--- config.mk ---
export PLATFORM = sky130hd
export DESIGN_NAME = seg_scan_ctrl
export DESIGN_NICKNAME = d
export VERILOG_FILES = /design/src/rtl/seg_pkg.sv /design/src/rtl/seg7_dec.sv /design/src/rtl/seg_scan_ctrl.sv
export SDC_FILE = /design/constraint.sdc
export NUM_CORES = 1
export LEC_CHECK = 0
export BUFFER_PORTS_ARGS = -buffer_cell sky130_fd_sc_hd__buf_2
export CORE_UTILIZATION = 50
export CTS_CLUSTER_SIZE = 8
export DETAILED_ROUTE_END_ITERATION = 16
export MAX_ROUTING_LAYER = met4
export PLACE_DENSITY = 0.73
export SYNTH_ARGS = -nofsm -noshare
export SYNTH_HDL_FRONTEND = slang
export SYNTH_SLANG_ARGS = --single-unit
--- constraint.sdc ---
create_clock -name clk -period 8.6 [get_ports clk]
set_clock_uncertainty 0.15 [all_clocks]
set_input_delay 2.15 -clock clk [delete_from_list [all_inputs] [get_ports clk]]
set_output_delay 2.15 -clock clk [all_outputs]
set_load 0.02 [all_outputs]
--- src/rtl/seg_pkg.sv ---
// Shared definitions for the 7-segment display blocks: segment codes,
// decimal-point bit position and the scan controller state encoding.
package seg_pkg;

  localparam int SEG_DP = 7;

  // Segment bit order is g..a in bits [6:0]
  localparam logic [6:0] SEG_CODE [16] = '{
    7'h3f, 7'h06, 7'h5b, 7'h4f, 7'h66, 7'h6d, 7'h7d, 7'h07,
    7'h7f, 7'h6f, 7'h77, 7'h7c, 7'h39, 7'h5e, 7'h79, 7'h71
  };

  typedef enum logic [1:0] {
    S_IDLE,
    S_BLANK,
    S_SHOW
  } state_e;

endpackage

--- src/rtl/seg7_dec.sv ---
// Combinational 4-bit hex value to 7-segment (g..a) pattern decoder.
module seg7_dec
  import seg_pkg::*;
(
  input  logic [3:0] val_i,
  output logic [6:0] seg_o
);

  assign seg_o = SEG_CODE[val_i];

endmodule

--- src/rtl/seg_scan_ctrl.sv ---
// Time-multiplexed scan controller for an NDIG-digit 7-segment display with
// inter-digit blanking, per-digit decimal points and leading-zero blanking.
module seg_scan_ctrl
  import seg_pkg::*;
#(
  parameter int NDIG        = 4,
  parameter int DWELL       = 1000,
  parameter int BLANK       = 8,
  parameter bit SEL_ACT_LOW = 1'b1
) (
  input  logic              clk,
  input  logic              rst,
  input  logic              en,
  input  logic              lzb,
  input  logic [4*NDIG-1:0] digits,
  input  logic [NDIG-1:0]   dp_in,
  output logic [7:0]        seg,
  output logic [NDIG-1:0]   sel,
  output logic              frame_done
);

  localparam int MAXC = (DWELL > BLANK) ? DWELL : BLANK;
  localparam int CW   = $clog2(MAXC + 1);
  localparam int IW   = (NDIG > 1) ? $clog2(NDIG) : 1;

  localparam logic [CW-1:0]   DWELL_LD = CW'(DWELL - 1);
  localparam logic [CW-1:0]   BLANK_LD = CW'((BLANK > 0) ? BLANK - 1 : 0);
  localparam logic [IW-1:0]   LAST_IDX = IW'(NDIG - 1);
  localparam logic [NDIG-1:0] SEL_OFF  = {NDIG{SEL_ACT_LOW}};

  state_e            state_q, state_d;
  logic [IW-1:0]     idx_q, idx_d;
  logic [CW-1:0]     cnt_q, cnt_d;
  logic [4*NDIG-1:0] snap_q, snap_d;
  logic [7:0]        seg_q, seg_d;
  logic [NDIG-1:0]   sel_q, sel_d;
  logic              fd_q, fd_d;
  logic              load;

  logic [3:0]        nib;
  logic [6:0]        dec_seg;
  logic [NDIG-1:0]   lz_mask;
  logic              zero_above;
  logic [NDIG-1:0]   sel_on;

  always_comb begin
    state_d = state_q;
    idx_d   = idx_q;
    cnt_d   = cnt_q;
    snap_d  = snap_q;
    fd_d    = 1'b0;
    load    = 1'b0;
    if (!en) begin
      state_d = S_IDLE;
      idx_d   = '0;
      cnt_d   = '0;
      load    = 1'b1;
    end else begin
      unique case (state_q)
        S_IDLE: begin
          snap_d = digits;
          idx_d  = '0;
          load   = 1'b1;
          if (BLANK == 0) begin
            state_d = S_SHOW;
            cnt_d   = DWELL_LD;
          end else begin
            state_d = S_BLANK;
            cnt_d   = BLANK_LD;
          end
        end
        S_BLANK: begin
          if (cnt_q == '0) begin
            state_d = S_SHOW;
            cnt_d   = DWELL_LD;
            load    = 1'b1;
          end else begin
            cnt_d = cnt_q - 1'b1;
          end
        end
        S_SHOW: begin
          if (cnt_q == '0) begin
            load = 1'b1;
            if (idx_q == LAST_IDX) begin
              idx_d  = '0;
              fd_d   = 1'b1;
              snap_d = digits;
            end else begin
              idx_d = idx_q + 1'b1;
            end
            if (BLANK == 0) begin
              state_d = S_SHOW;
              cnt_d   = DWELL_LD;
            end else begin
              state_d = S_BLANK;
              cnt_d   = BLANK_LD;
            end
          end else begin
            cnt_d = cnt_q - 1'b1;
          end
        end
        default: begin
          state_d = S_IDLE;
          idx_d   = '0;
          load    = 1'b1;
        end
      endcase
    end
  end

  // Display data is taken from the snapshot being loaded on this edge, so a
  // recapture at frame end is already visible on the first digit.
  assign nib = snap_d[{idx_d, 2'b00} +: 4];

  seg7_dec u_dec (
    .val_i (nib),
    .seg_o (dec_seg)
  );

  always_comb begin
    zero_above = lzb;
    lz_mask    = '0;
    for (int i = NDIG - 1; i >= 1; i--) begin
      zero_above = zero_above && (snap_d[4*i +: 4] == 4'h0);
      lz_mask[i] = zero_above;
    end
  end

  always_comb begin
    sel_on        = '0;
    sel_on[idx_d] = 1'b1;
    seg_d         = 8'h00;
    sel_d         = SEL_OFF;
    if (state_d == S_SHOW) begin
      seg_d[SEG_DP]  = dp_in[idx_d];
      seg_d[6:0]     = lz_mask[idx_d] ? 7'h00 : dec_seg;
      sel_d          = sel_on ^ SEL_OFF;
    end
  end

  always_ff @(posedge clk or negedge rst) begin
    if (!rst) begin
      state_q <= S_IDLE;
      idx_q   <= '0;
      cnt_q   <= '0;
      snap_q  <= '0;
      seg_q   <= 8'h00;
      sel_q   <= SEL_OFF;
      fd_q    <= 1'b0;
    end else begin
      state_q <= state_d;
      idx_q   <= idx_d;
      cnt_q   <= cnt_d;
      snap_q  <= snap_d;
      fd_q    <= fd_d;
      if (load) begin
        seg_q <= seg_d;
        sel_q <= sel_d;
      end
    end
  end

  assign seg        = seg_q;
  assign sel        = sel_q;
  assign frame_done = fd_q;

endmodule

==> After elaboration in Yosys (flattened, before gate mapping) <==
Memories as Yosys holds them, arrays and structs flattened.
Index checks and enable logic that the tools add are counted.
{ "totals": {"wordCells": 65, "rom_bits": 112, "out_inout_bits": 13, "ff_bits": 43, "n_memories": 1} }
{ "memory_table": {"columns": ["name", "depth", "width", "read_ports", "rd_ports_with_merged_regs", "write_ports", "line", "rtl"], "rows": [
  ["(name not given)", 16, 7, 1, 0, 0, "seg7_dec.sv:9", "assign seg_o = SEG_CODE[val_i];"]
]} }
{ "classes": {"bitwise_logic": 2, "addsub": 2, "n_mux": 34, "n_reduce_logical": 10, "n_eq_ne": 5, "n_shift": 1, "order_cmp": 3} }
{ "op_table": {"columns": ["operator", "count"], "rows": [
  ["16-bit two-way mux", 3],
  ["16-bit one-hot mux with 2 select lines", 1],
  ["10-bit two-way mux", 3],
  ["10-bit one-hot mux with 3 select lines", 1],
  ["7-bit two-way mux", 3],
  ["16-bit by 5-bit variable part select with 4-bit output", 1],
  ["4-bit logical NOT", 3],
  ["2-bit two-way mux", 6],
  ["10-bit logical NOT", 1],
  ["1-bit two-way mux", 10],
  ["10-bit by 1-bit subtractor with 10-bit output, second input constant", 1],
  ["8-bit two-way mux", 1],
  ["2-bit == test, second input constant", 3],
  ["2-bit one-hot mux with 3 select lines", 1],
  ["5-bit greater-or-equal comparator, second input constant", 1],
  ["4-bit inverter with 5-bit output", 1],
  ["1-bit binary-select mux with 2-bit select", 2],
  ["1-bit logical AND", 4],
  ["4-bit two-way mux", 1],
  ["4-bit by 1-bit != test with 1-bit output, second input constant", 1],
  ["4-bit inverter", 1],
  ["2-bit one-hot mux with 2 select lines", 1],
  ["2-bit by 3-bit less-than comparator with 1-bit output, second input constant", 1],
  ["2-bit by 1-bit adder with 2-bit output, second input constant", 1],
  ["other kinds (5)", 5]
]} }

==> Logic depth before layout (Yosys ltp) <==
Gate-level depths: netlist (run 1).
{ "depth": {"ltp_word": 13, "ltp_mapped": 16, "ltp_nobuf": 14} }

==> Modules after synthesis <==
A second synthesis (run 1) with hierarchy kept.
{ "hier_totals": {"hier_cells": 255, "area_unflattened_um2": 2686.3} }
{ "modules_own_cells": {"columns": ["mod", "area_per_inst_um2", "cells_per_inst", "n_inst", "seq_area_each_um2"], "rows": [
  ["seg_scan_ctrl", 2398.6, 222, 1, 1081.0],
  ["seg7_dec", 287.8, 33, 1, 0.0]
]} }

==> Least setup slack after synthesis (run 1) <==
No wires, ideal clock.
{ "synth_timing": {"path_type": "in2reg", "start": "in en", "end": "reg seg_q[4] (netlist: seg[4])", "n_path_buf": 2, "path_stages": 13, "arrival_ns": 4.467, "t_required_ns": 8.328, "setup_slack_ns": 3.861, "path_cell_list": "nand3_1 or4_1 buf_2 buf_6 a31oi_1 nor2_2 a21oi_1 o211ai_1 inv_1 ha_1 inv_1 or3_1 a32o_1"} }
{ "synth_via": {"word_cells_on_any_way": 20} }
{ "synth_lines": {"columns": ["item", "line", "rtl"], "rows": [
  ["from (decl)", "seg_scan_ctrl.sv:13", "input logic en,"],
  ["16-bit two-way mux *", "seg_scan_ctrl.sv:53", "if (!en) begin"],
  ["via snap_d[5]", "seg_scan_ctrl.sv:34", "logic [4*NDIG-1:0] snap_q, snap_d;"],
  ["16-bit by 5-bit variable part select with 4-bit output", "seg_scan_ctrl.sv:113", "assign nib = snap_d[{idx_d, 2'b00} +: 4];"],
  ["4-bit inverter with 5-bit output (implied by the code)", "seg7_dec.sv:9", null],
  ["memory 16 x 7 bit", null, null],
  ["7-bit two-way mux (implied by the code) (2 in a row)", "seg7_dec.sv:9", null],
  ["7-bit two-way mux *", "seg_scan_ctrl.sv:136", "seg_d[6:0] = lz_mask[idx_d] ? 7'h00 : dec_seg;"],
  ["8-bit two-way mux *", "seg_scan_ctrl.sv:134", "if (state_d == S_SHOW) begin"],
  ["to (signal assigned)", "seg_scan_ctrl.sv:157", "seg_q <= seg_d;"],
  ["to (decl)", "seg_scan_ctrl.sv:35", "logic [7:0] seg_q, seg_d;"]
]} }
Mark *: on every way through the listed nets, which the timed path passes. The rest lies on a longest branch. The select of a mux whose other input is x is not followed.
A chain may end at the register's enable or synchronous reset.

==> Worst setup path in the final report (run 1) <==
Ends and elaborated chain as after synthesis.

==> summary.txt, run 1 <==
Route
  • Number of remaining DRC errors: 0
  • Antenna-violating nets left: 0
  • DR pass1 iterations: 4
  • Via count: 2299
  • Final WL: 6220 um
  • Vias/cell: ~5.8
  • Drt wl/cell: between 15 and 20 um
  • Iter 0 DRT Violations: approximately 200

Finish
  • Nets: 359
  • Layout area overhead: 10.2%
  • Fill cells: a little under 500
  • Ratio of cells with drive above 1 in the final layout: roughly a fifth
  • Diode count: 0

Die
  • Die area: about 5600 sq um
  • Core area: between 5000 and 6000 sq um
  • Initial Utilization: 51.9%
  • Die Wd: between 70 and 80 um
  • I/O pins: 37
  • Num rows: 26
  • Die H: approximately 75 um

Clock network
  • Bufs on Longest Clock Path: 2
  • Post-CTS Hold Buffers: 0
  • Clock Sinks: 43
  • CTS resizes: 0
  • CTS Buf Count: 5
  • TritonCTS clock tree: yes
  • # H-tree levels: 2
  • CTS clk-pin slew, worst paths: 80 ps
  • Clock tree root buffer cell: clkbuf_8
  • Worst skew pair latency: ~300 ps
  • Post-CTS setup buffer count: 0

Worst setup path
  • Worst setup path class: in -> reg
  • Critical path endpoint category: register
  • Crit-path max FO: 16
  • WP data arrival: between 5000 and 6000 ps
  • Setup crit start kind: primary input
  • Req. time, crit path: just under 9000 ps

Timing
  • Min Hold Slack: around 330 ps
  • Min cycle time layout: 5140 ps
  • Setup TNS: 0 ps
  • Max Fclk: between 150 and 200 MHz
  • Max Slew Vio Count: 0
  • Final WS setup: 3460 ps
  • Max-slew headroom: approximately a third
  • Final Setup Violations: 0
  • Final period util: 59.8%
  • Worst Max-Slew Pin Slew: between 900 and 1000 ps
  • RSZ-0062 raised after global routing: false
  • Fin. Hold Viols: 0

Synthesis
  • Mapped Avg Cell Area: around 9.0 sq um
  • Async set or reset register ratio after synthesis: 100%
  • Syn_nets: around 330
  • Synth Instances: around 300
  • Post-synth EDFFs: 0
  • Synth area leaders: dfrtp_1 37%, nor2_1 6.1%, ha_1 5.7%
  • Yosys top cell area share: 36.8%
  • #FFs+latches synth: 43
  • Cell Area, Synth: between 2000 and 3000 sq um
  • Yosys Warn Count: 0
  • Unique cell type count in the Yosys netlist: 55
  • Dominant synthesized flop cell: dfrtp_1
  • Synth area leader: dfrtp_1
  • Register area share after synthesis: between 40% and 50%

Placed design
  • Pre-CTS setup slack: between 3000 and 4000 ps
  • IO Port Bufs: 36
  • Routability cong.: 0.831
  • Placed wire-length estimate: around 4500 um

Pwr
  • Leak: around 1.3 nW
  • Cell Pwr Density: approximately 230 nW/um^2
  • Total power draw: 0.667 mW
  • Maximum VDD drop: between 100 and 150 uV

Global routing
  • Grt total ovfl: 0
  • Initial antenna violation count: 0
  • Number of global-route vias before repair: ~2300
  • Global-route wire length before repair: ~11000 um
  • Largest net degree at the start of global routing: between 40 and 50
  • Tot GR Track Use: between 20% and 30%

Worst hold path
  • Worst min path class: reg -> reg

Job
  • Max Cap Violations: 0

Outcome
  • Status: finished, final reports clean
## registers in the layout (all words and copies together), names as in the netlist
signal,count
state_q,2
sel,4
frame_done,1
idx_q,2
seg,8
cnt_q,10
snap_q,16
## metrics by stage
step,std cells,util (%),cell area [sq um]
detailed placement,386,55.3,2820
finish,394,57.3,2920
global route,394,57.3,2920
CTS,394,57.3,2920
floorplan,295,-,2650
global placement,386,55.3,2820
## Yosys cell counts (all sizes together), types with 4 or more instances
library cell and instances:
nand2 22, nor2b 4, clkbuf 6, a22o 6, a31oi 16, nor3 14, a21oi 19, nor2 44
ha 12, buf 9, dfstp 4, inv 16, o211ai 5, a32o 4, nand3 9, dfrtp 39
o21ai 18, mux2i 4
## logic make-up after synthesis
family | count (synthesis) | share of synthesized area (%)
AO/OA/AOI/OAI | 91 | 25.3
XOR/XNOR | 3 | 0.991
adder cells (fa/ha/maj) | 12 | 5.66
buffers and inverters | 31 | 5.90
flip-flops | 43 | 40.8
multiplexers | 6 | 2.36
AND/OR/NAND/NOR | 109 | 19.0
## placed cells by master, fill, tap and decap left out, drive strengths merged, types with 5 or more instances in the layout
master	instances
nand3	9
dfrtp	39
buf	36
nor3	14
inv	16
nand2	22
o211ai	5
a31oi	16
o21ai	18
a21oi	19
clkbuf	8
ha	12
nor2	44
a22o	6
## layer usage
metal,GRT usage [%],share of wire (%),vias up
met5,-,0,-
met4,9.43,1.4,0
met3,4.69,3.0,9
met2,43.2,51,37
met1,31.4,45,1117
li1,-,-,1136
## power breakdown
part | total [mW] | switching (mW) | internal [mW] | leakage [nW]
registers | 0.256 | 0.0220 | 0.234 | 0.554
clock network | 0.143 | 0.0695 | 0.0734 | 0.0515
logic | 0.268 | 0.173 | 0.0950 | 0.700
total | 0.667 | 0.264 | 0.402 | 1.31
## final cells by class
| class | count | area (sq um) | area share (%) |
|---|---|---|---|
| multi-input cells | 221 | 1420 | 48.4 |
| flip-flops and latches | 43 | 1080 | 37.0 |
| repair buffers | 36 | 180 | 6.16 |
| clock buffers | 8 | 100 | 3.42 |
| well taps | 70 | 87.6 | 3.00 |
| inverters | 16 | 60.1 | 2.05 |
## critical path: stages
cell      delay, ps
buf_2           220
nand3_1         170
or4_1           760
a31oi_1         320
nor2_2           80
a21oi_1         180
o211ai_1        230
inv_1           160
ha_1            190
inv_1            80
or3_1           370
a32o_1          260
## final timing paths
kind / from / end / slack [ps] / cells after the start
worst max-delay path: en / seg[4] / 3460 / 12
worst min-delay path: seg[7] / seg[7] / 330 / 1
worst max register to register: cnt_q[5] / seg[4] / 4550 / 11
worst min register to register: seg[7] / seg[7] / 330 / 1
max in group asynchronous: rst / idx_q[0] / 5830 / 1
min in group asynchronous: rst / cnt_q[0] / 1860 / 1
Note: power is estimated with default switching activity, not from simulation.
==> run 2: changes to the inputs <==
PLACE_DENSITY = 0.76   (was 0.73)
clock period = 4.6 ns   (was 8.6 ns; I/O delays follow)
==> run 2 against run 1 <==
Critical path depth did not move. Largest cell class unchanged. Register-to-register slack got worse by 3900 ps. Clock power rose by 68%. Setup slack got worse by 2900 ps. Cell count rose by 0.51%. Highest routed layer unchanged. Total power rose by 82%. Hold slack got worse by 7.4 ps. Routed wire length fell by 0.96%. First-iteration DRC count fell by 25%.
==> summary.txt, run 2 (synthesis results as in run 1) <==
Pwr
  • Cell Pwr Density: 416 nW/um^2 (+82%)
  • Maximum VDD drop: 230 uV (+64%)
  • Leak: 1.30 nW (-0.21%)

Clock network
  • CTS Buf Count: 5 (unchanged)
  • Clock tree root buffer cell: clkbuf_8
  • Bufs on Longest Clock Path: 2 (unchanged)
  • Clock Sinks: 43 (unchanged)
  • Post-CTS Hold Buffers: 0 (unchanged)
  • # H-tree levels: 2 (unchanged)
  • Post-CTS setup buffer count: 0 (unchanged)
  • Worst skew pair latency: 310 ps (about the same)
  • TritonCTS clock tree: yes
  • CTS resizes: 0 (unchanged)
  • CTS clk-pin slew, worst paths: 80 ps (about the same)

Worst setup path
  • Worst path cell trace: buf_2 > nand3_1 > or4_1 > a31oi_1 > nor2_2 > a21oi_1 > o211ai_1 > inv_1 > ha_1 > inv_1 > or3_1 > a32o_1
  • Crit-path max FO: 13 (-3)
  • Highest-delay cell along the critical path: or4_1
  • Req. time, crit path: 4650 ps (-3990 ps)
  • WP data arrival: 4040 ps (-1140 ps)
  • Setup crit start kind: primary input
  • Worst R2R Start: cnt_q[2]
  • Critical path endpoint category: register
  • Delay of the slowest critical-path stage: 660 ps (-100 ps)
  • Crit path top cell by count: inv_1
  • Crit path launch: en
  • Worst setup path class: in -> reg

Timing
  • Min cycle time layout: approximately 4000 ps
  • Final Setup Violations: 0 (unchanged)
  • Setup TNS: 0 ps (unchanged)
  • Worst Max-Slew Pin Slew: 961 ps (-21.8 ps)
  • Min Hold Slack: 326 ps (-7.44 ps)
  • Max-slew headroom: 35.9% (+1.5 points)
  • Max Slew Vio Count: 0 (unchanged)
  • RSZ-0062 raised after global routing: false
  • Fin. Hold Viols: 0 (unchanged)
  • Max Fclk: 250 MHz
  • Final period util: 86.9%

Placed design
  • Placed wire-length estimate: 4510 um (+0.20%)
  • IO Port Bufs: 36 (unchanged)
  • Routability cong.: 0.808 (-2.8%)

Route
  • Drt wl/cell: 15.6 um (-1.5%)
  • Final WL: 6160 um (-0.96%)
  • Vias/cell: 5.83 (about the same)
  • Via count: 2310 (+0.48%)
  • Iter 0 DRT Violations: 152 (-25%)
  • DR pass1 iterations: 4 (unchanged)
  • Antenna-violating nets left: 0 (unchanged)
  • Number of remaining DRC errors: 0 (unchanged)

Finish
  • Biggest register: snap_q
  • Layout area overhead: 10.0%
  • Diode count: 0 (unchanged)
  • Max reg flops: 16 (unchanged)
  • Commonest non-fill, non-tap cell in the layout: nor2_1
  • Nets: 361 (+0.56%)
  • Ratio of cells with drive above 1 in the final layout: 20.2% (-0.12 points)
  • Commonest cells after routing, fill and taps aside: 43 x nor2_1, 39 x dfrtp_1, 36 x buf_2, 22 x nand2_1, 17 x o21ai_0

Die
  • Num rows: 26 (unchanged)
  • Die Wd: 74.8 um (unchanged)
  • Core area: 5110 sq um (unchanged)
  • Die area: 5600 sq um (unchanged)
  • Initial Utilization: 51.9% (unchanged)
  • I/O pins: 37 (unchanged)
  • Die H: 74.8 um (unchanged)

Global routing
  • Largest net degree at the start of global routing: 44 (unchanged)
  • Initial antenna violation count: 0 (unchanged)
  • Grt total ovfl: 0 (unchanged)
  • Number of global-route vias before repair: 2184 (-5.5%)
  • Tot GR Track Use: 25.4% (-0.56 points)
  • Global-route wire length before repair: 10200 um (-4.0%)

Worst hold path
  • HP Start: seg[7]
  • Worst min path class: reg -> reg

Outcome
  • Status: finished, final reports clean

Job
  • Max Cap Violations: 0 (unchanged)
-- run 2: layout make-up --
type | count | area [sq um]
Tap cell | 70 | 87.6
Inverter | 16 | 60.1
Sequential cell | 43 | 1080
Multi-Input combinational cell | 221 | 1420
Clock buffer | 8 | 80.1
Timing Repair Buffer | 38 | 195
Fill cell | 483 | 2190
-- run 2: power breakdown --
| group | switching (mW) | internal, mW |
|---|---|---|
| clock network | 0.132 | 0.108 |
| registers | 0.0408 | 0.437 |
| logic | 0.317 | 0.179 |
| total | 0.489 | 0.725 |
-- run 2: worst paths after layout --
check	slack (ps)	cells past startpoint	end
max in group asynchronous	2850	1	cnt_q[5]
hold reg to reg	330	1	seg[7]
setup / recovery	600	12	seg[4]
hold / removal	330	1	seg[7]
setup reg to reg	620	11	seg[3]
min in group asynchronous	820	1	frame_done
-- run 2: layer usage --
metal  wire, um  track usage [%]
met1       2720             30.9
met2       3080             41.7
met3        290             6.02
met4         78             7.97
met5          0                -
-- run 2: critical path: cells and delay by family --
family,cells,cell delay (ps)
buffers and inverters,3,460
and+or+nand+nor,4,1280
adders and majority gates,1,210
AOI/OAI and AO/OA,4,930
-- run 2: through the flow --
stage          total power [mW]  cell area [sq um]  util [%]  cells  setup WS (ps)
5_1_grt                    1.31               2920      57.2    396            258
3_5_place_dp              0.977               2840      55.6    388            335
2_1_floorplan             0.882               2650         -    295            861
4_1_cts                    1.22               2920      57.2    396            619
6_report                   1.21               2920      57.2    396            605
3_3_place_gp              0.965               2840      55.6    388            448
==> run 3: changes to the inputs <==
--- a/config.mk
+++ b/config.mk
@@ -7,3 +7,2 @@
 export LEC_CHECK = 0
-export BUFFER_PORTS_ARGS = -buffer_cell sky130_fd_sc_hd__buf_2
 export CORE_UTILIZATION = 50
@@ -11,4 +10,4 @@
 export DETAILED_ROUTE_END_ITERATION = 16
-export MAX_ROUTING_LAYER = met4
-export PLACE_DENSITY = 0.76
+export DONT_BUFFER_PORTS = 1
+export PLACE_DENSITY = 0.7
 export SYNTH_ARGS = -nofsm -noshare
==> constraint.sdc (replaced) <==
create_clock -name clk -period 4.6 [get_ports clk]
set_clock_uncertainty 0.15 [all_clocks]
set_input_delay 0.23 -clock clk [delete_from_list [all_inputs] [get_ports clk]]
set_output_delay 0.23 -clock clk [all_outputs]
set_load 0.02 [all_outputs]
==> run 3 against run 2 <==
Total power increased by 4.4%. Critical endpoint unchanged. Hold slack worse by 320 ps. Critical path type is now reg -> reg. Critical path depth fell by 1. Largest power group unchanged. Die area did not move. Cell count shrank 5.8%. Non-clock buffer count decreased by 23.
==> summary.txt, run 3 (synthesis results as in run 1) <==
Route
  • Final WL: 5950 um (-3.4%)
  • Iter 0 DRT Violations: 105 (-31%)
  • DR pass1 iterations: 4 (unchanged)
  • Drt wl/cell: 16.0 um (+2.5%)
  • Via count: 2223 (-3.8%)
  • Vias/cell: 5.96 (+2.2%)
  • Antenna-violating nets left: 0 (unchanged)
  • Number of remaining DRC errors: 0 (unchanged)

Worst setup path
  • WP data arrival: 4050 ps (about the same)
  • Setup crit start kind: register
  • Delay of the slowest critical-path stage: 820 ps (+160 ps)
  • Worst path cell trace: or4_4 > or4_1 > a31oi_1 > nor2_2 > a21oi_1 > o211ai_1 > inv_1 > ha_1 > inv_1 > or3_1 > a32o_1
  • Buffer and inverter count on the worst path: 2 (-1)
  • Crit path top cell by count: inv_1
  • Critical path endpoint category: register
  • Worst setup path class: reg -> reg
  • Crit-path leading delay family: simple AND/OR/NAND/NOR gates
  • Highest-delay cell along the critical path: or4_1
  • Crit-path max FO: 16 (+3)
  • Req. time, crit path: 4640 ps (about the same)

Global routing
  • Largest net degree at the start of global routing: 44 (unchanged)
  • Number of global-route vias before repair: 2107 (-3.5%)
  • Tot GR Track Use: 23.4% (-2.0 points)
  • Initial antenna violation count: 0 (unchanged)
  • Global-route wire length before repair: 9940 um (-2.4%)
  • Grt total ovfl: 0 (unchanged)

Finish
  • Commonest cells after routing, fill and taps aside: 43 x nor2_1, 39 x dfrtp_1, 22 x nand2_1, 17 x o21ai_0
  • Finished Layout Cells: 373 (-5.8%)
  • Commonest non-fill, non-tap cell in the layout: nor2_1
  • Ratio of cells with drive above 1 in the final layout: 11.2% (-9.0 points)
  • Nets: 338 (-6.4%)
  • Diode count: 0 (unchanged)
  • Biggest register: snap_q
  • Max reg flops: 16 (unchanged)
  • Layout area overhead: 10.0% (unchanged)
  • Design area: 2920 sq um (unchanged)

Timing
  • Min cycle time layout: 4010 ps (+9.94 ps)
  • Setup TNS: 0 ps (unchanged)
  • Final period util: 87.1% (+0.22 points)
  • Final Setup Violations: 0 (unchanged)
  • RSZ-0062 raised after global routing: false
  • Max Slew Vio Count: 0 (unchanged)
  • Max-slew headroom: 43.0% (+7.1 points)
  • Min Hold Slack: 10.7 ps (-315 ps)
  • Fin. Hold Viols: 0 (unchanged)
  • Max Fclk: 250 MHz (-0.25%)
  • Worst Max-Slew Pin Slew: 853 ps (-109 ps)

Clock network
  • Clock tree root buffer cell: clkbuf_8
  • CTS Buf Count: 5 (unchanged)
  • Worst skew pair latency: 300 ps (about the same)
  • Bufs on Longest Clock Path: 2 (unchanged)
  • CTS resizes: 0 (unchanged)
  • Clock Sinks: 43 (unchanged)
  • TritonCTS clock tree: yes
  • CTS clk-pin slew, worst paths: 80 ps (about the same)
  • # H-tree levels: 2 (unchanged)

Die
  • Num rows: 26 (unchanged)
  • Die area: 5600 sq um (unchanged)
  • Die Wd: 74.8 um (unchanged)
  • Initial Utilization: 51.9% (unchanged)
  • Die H: 74.8 um (unchanged)
  • Core area: 5110 sq um (unchanged)
  • I/O pins: 37 (unchanged)

Placed design
  • IO Port Bufs: 0 (-100%)
  • Inst Count DP: 352 (-9.3%)
  • Placed inst area: 2660 sq um (-6.3%)
  • Placed wire-length estimate: 4190 um (-7.2%)
  • Routability cong.: 0.831 (+2.8%)

Outcome
  • Status: finished, final reports clean

Worst hold path
  • Worst min path class: in -> reg

Pwr
  • Maximum VDD drop: 224 uV (-2.6%)
  • Cell Pwr Density: 434 nW/um^2 (+4.4%)
  • Leak: 1.24 nW (-5.2%)

Job
  • Max Cap Violations: 0 (unchanged)
run 3: worst paths after layout:
check / startpoint / end / slack [ps] / cells after the start
min: en / cnt_q[0] / 10 / 2
max reg2reg: cnt_q[5] / seg[4] / 590 / 11
max: cnt_q[5] / seg[4] / 590 / 11
min in group asynchronous: rst / cnt_q[6] / 270 / 2
max in group asynchronous: rst / sel[1] / 3750 / 2
min reg2reg: cnt_q[8] / cnt_q[8] / 410 / 2
run 3: layout make-up:
cell class              instances  area [sq um]
fillers                       450          2190
clock inverters                 3          43.8
flip-flops and latches         43          1080
repair buffers                 15           163
well taps                      70          87.6
clock buffers                   5          68.8
multi-input cells             221          1420
inverters                      16          60.1
run 3: per-stage QoR:
stage	setup slack (ps)	util, %	total power [mW]
6_report	595	57.2	1.27
5_1_grt	190	57.2	1.36
4_1_cts	605	57.2	1.28
3_5_place_dp	605	52.1	0.957
3_3_place_gp	696	52.1	0.951
2_1_floorplan	925	-	0.882
run 3: worst reg2reg max path, stage by stage, from the launching register on:
cell	delay (ps)
dfrtp_1	460
or4_4	630
or4_1	820
a31oi_1	310
nor2_2	80
a21oi_1	150
o211ai_1	240
inv_1	170
ha_1	210
inv_1	70
or3_1	360
a32o_1	260
run 3: report_power, final:
| group | internal [mW] | switching (mW) |
|---|---|---|
| Sequential | 0.437 | 0.0459 |
| Combinational | 0.183 | 0.306 |
| Clock | 0.162 | 0.133 |
| Total | 0.783 | 0.485 |
run 3: per-layer routing:
layer / routed length (um) / global-route usage, %
met1: 2650 / 30.5
met2: 2920 / 38.7
met3: 290 / 4.82
met4: 89 / 7.97
met5: 0 / 0
run 3: timing repair:
action | in CTS | in global routing
endpoints found under the hold margin | 55 | 0
buffers inserted | 0 | 0
hold buffers | 13 | 0
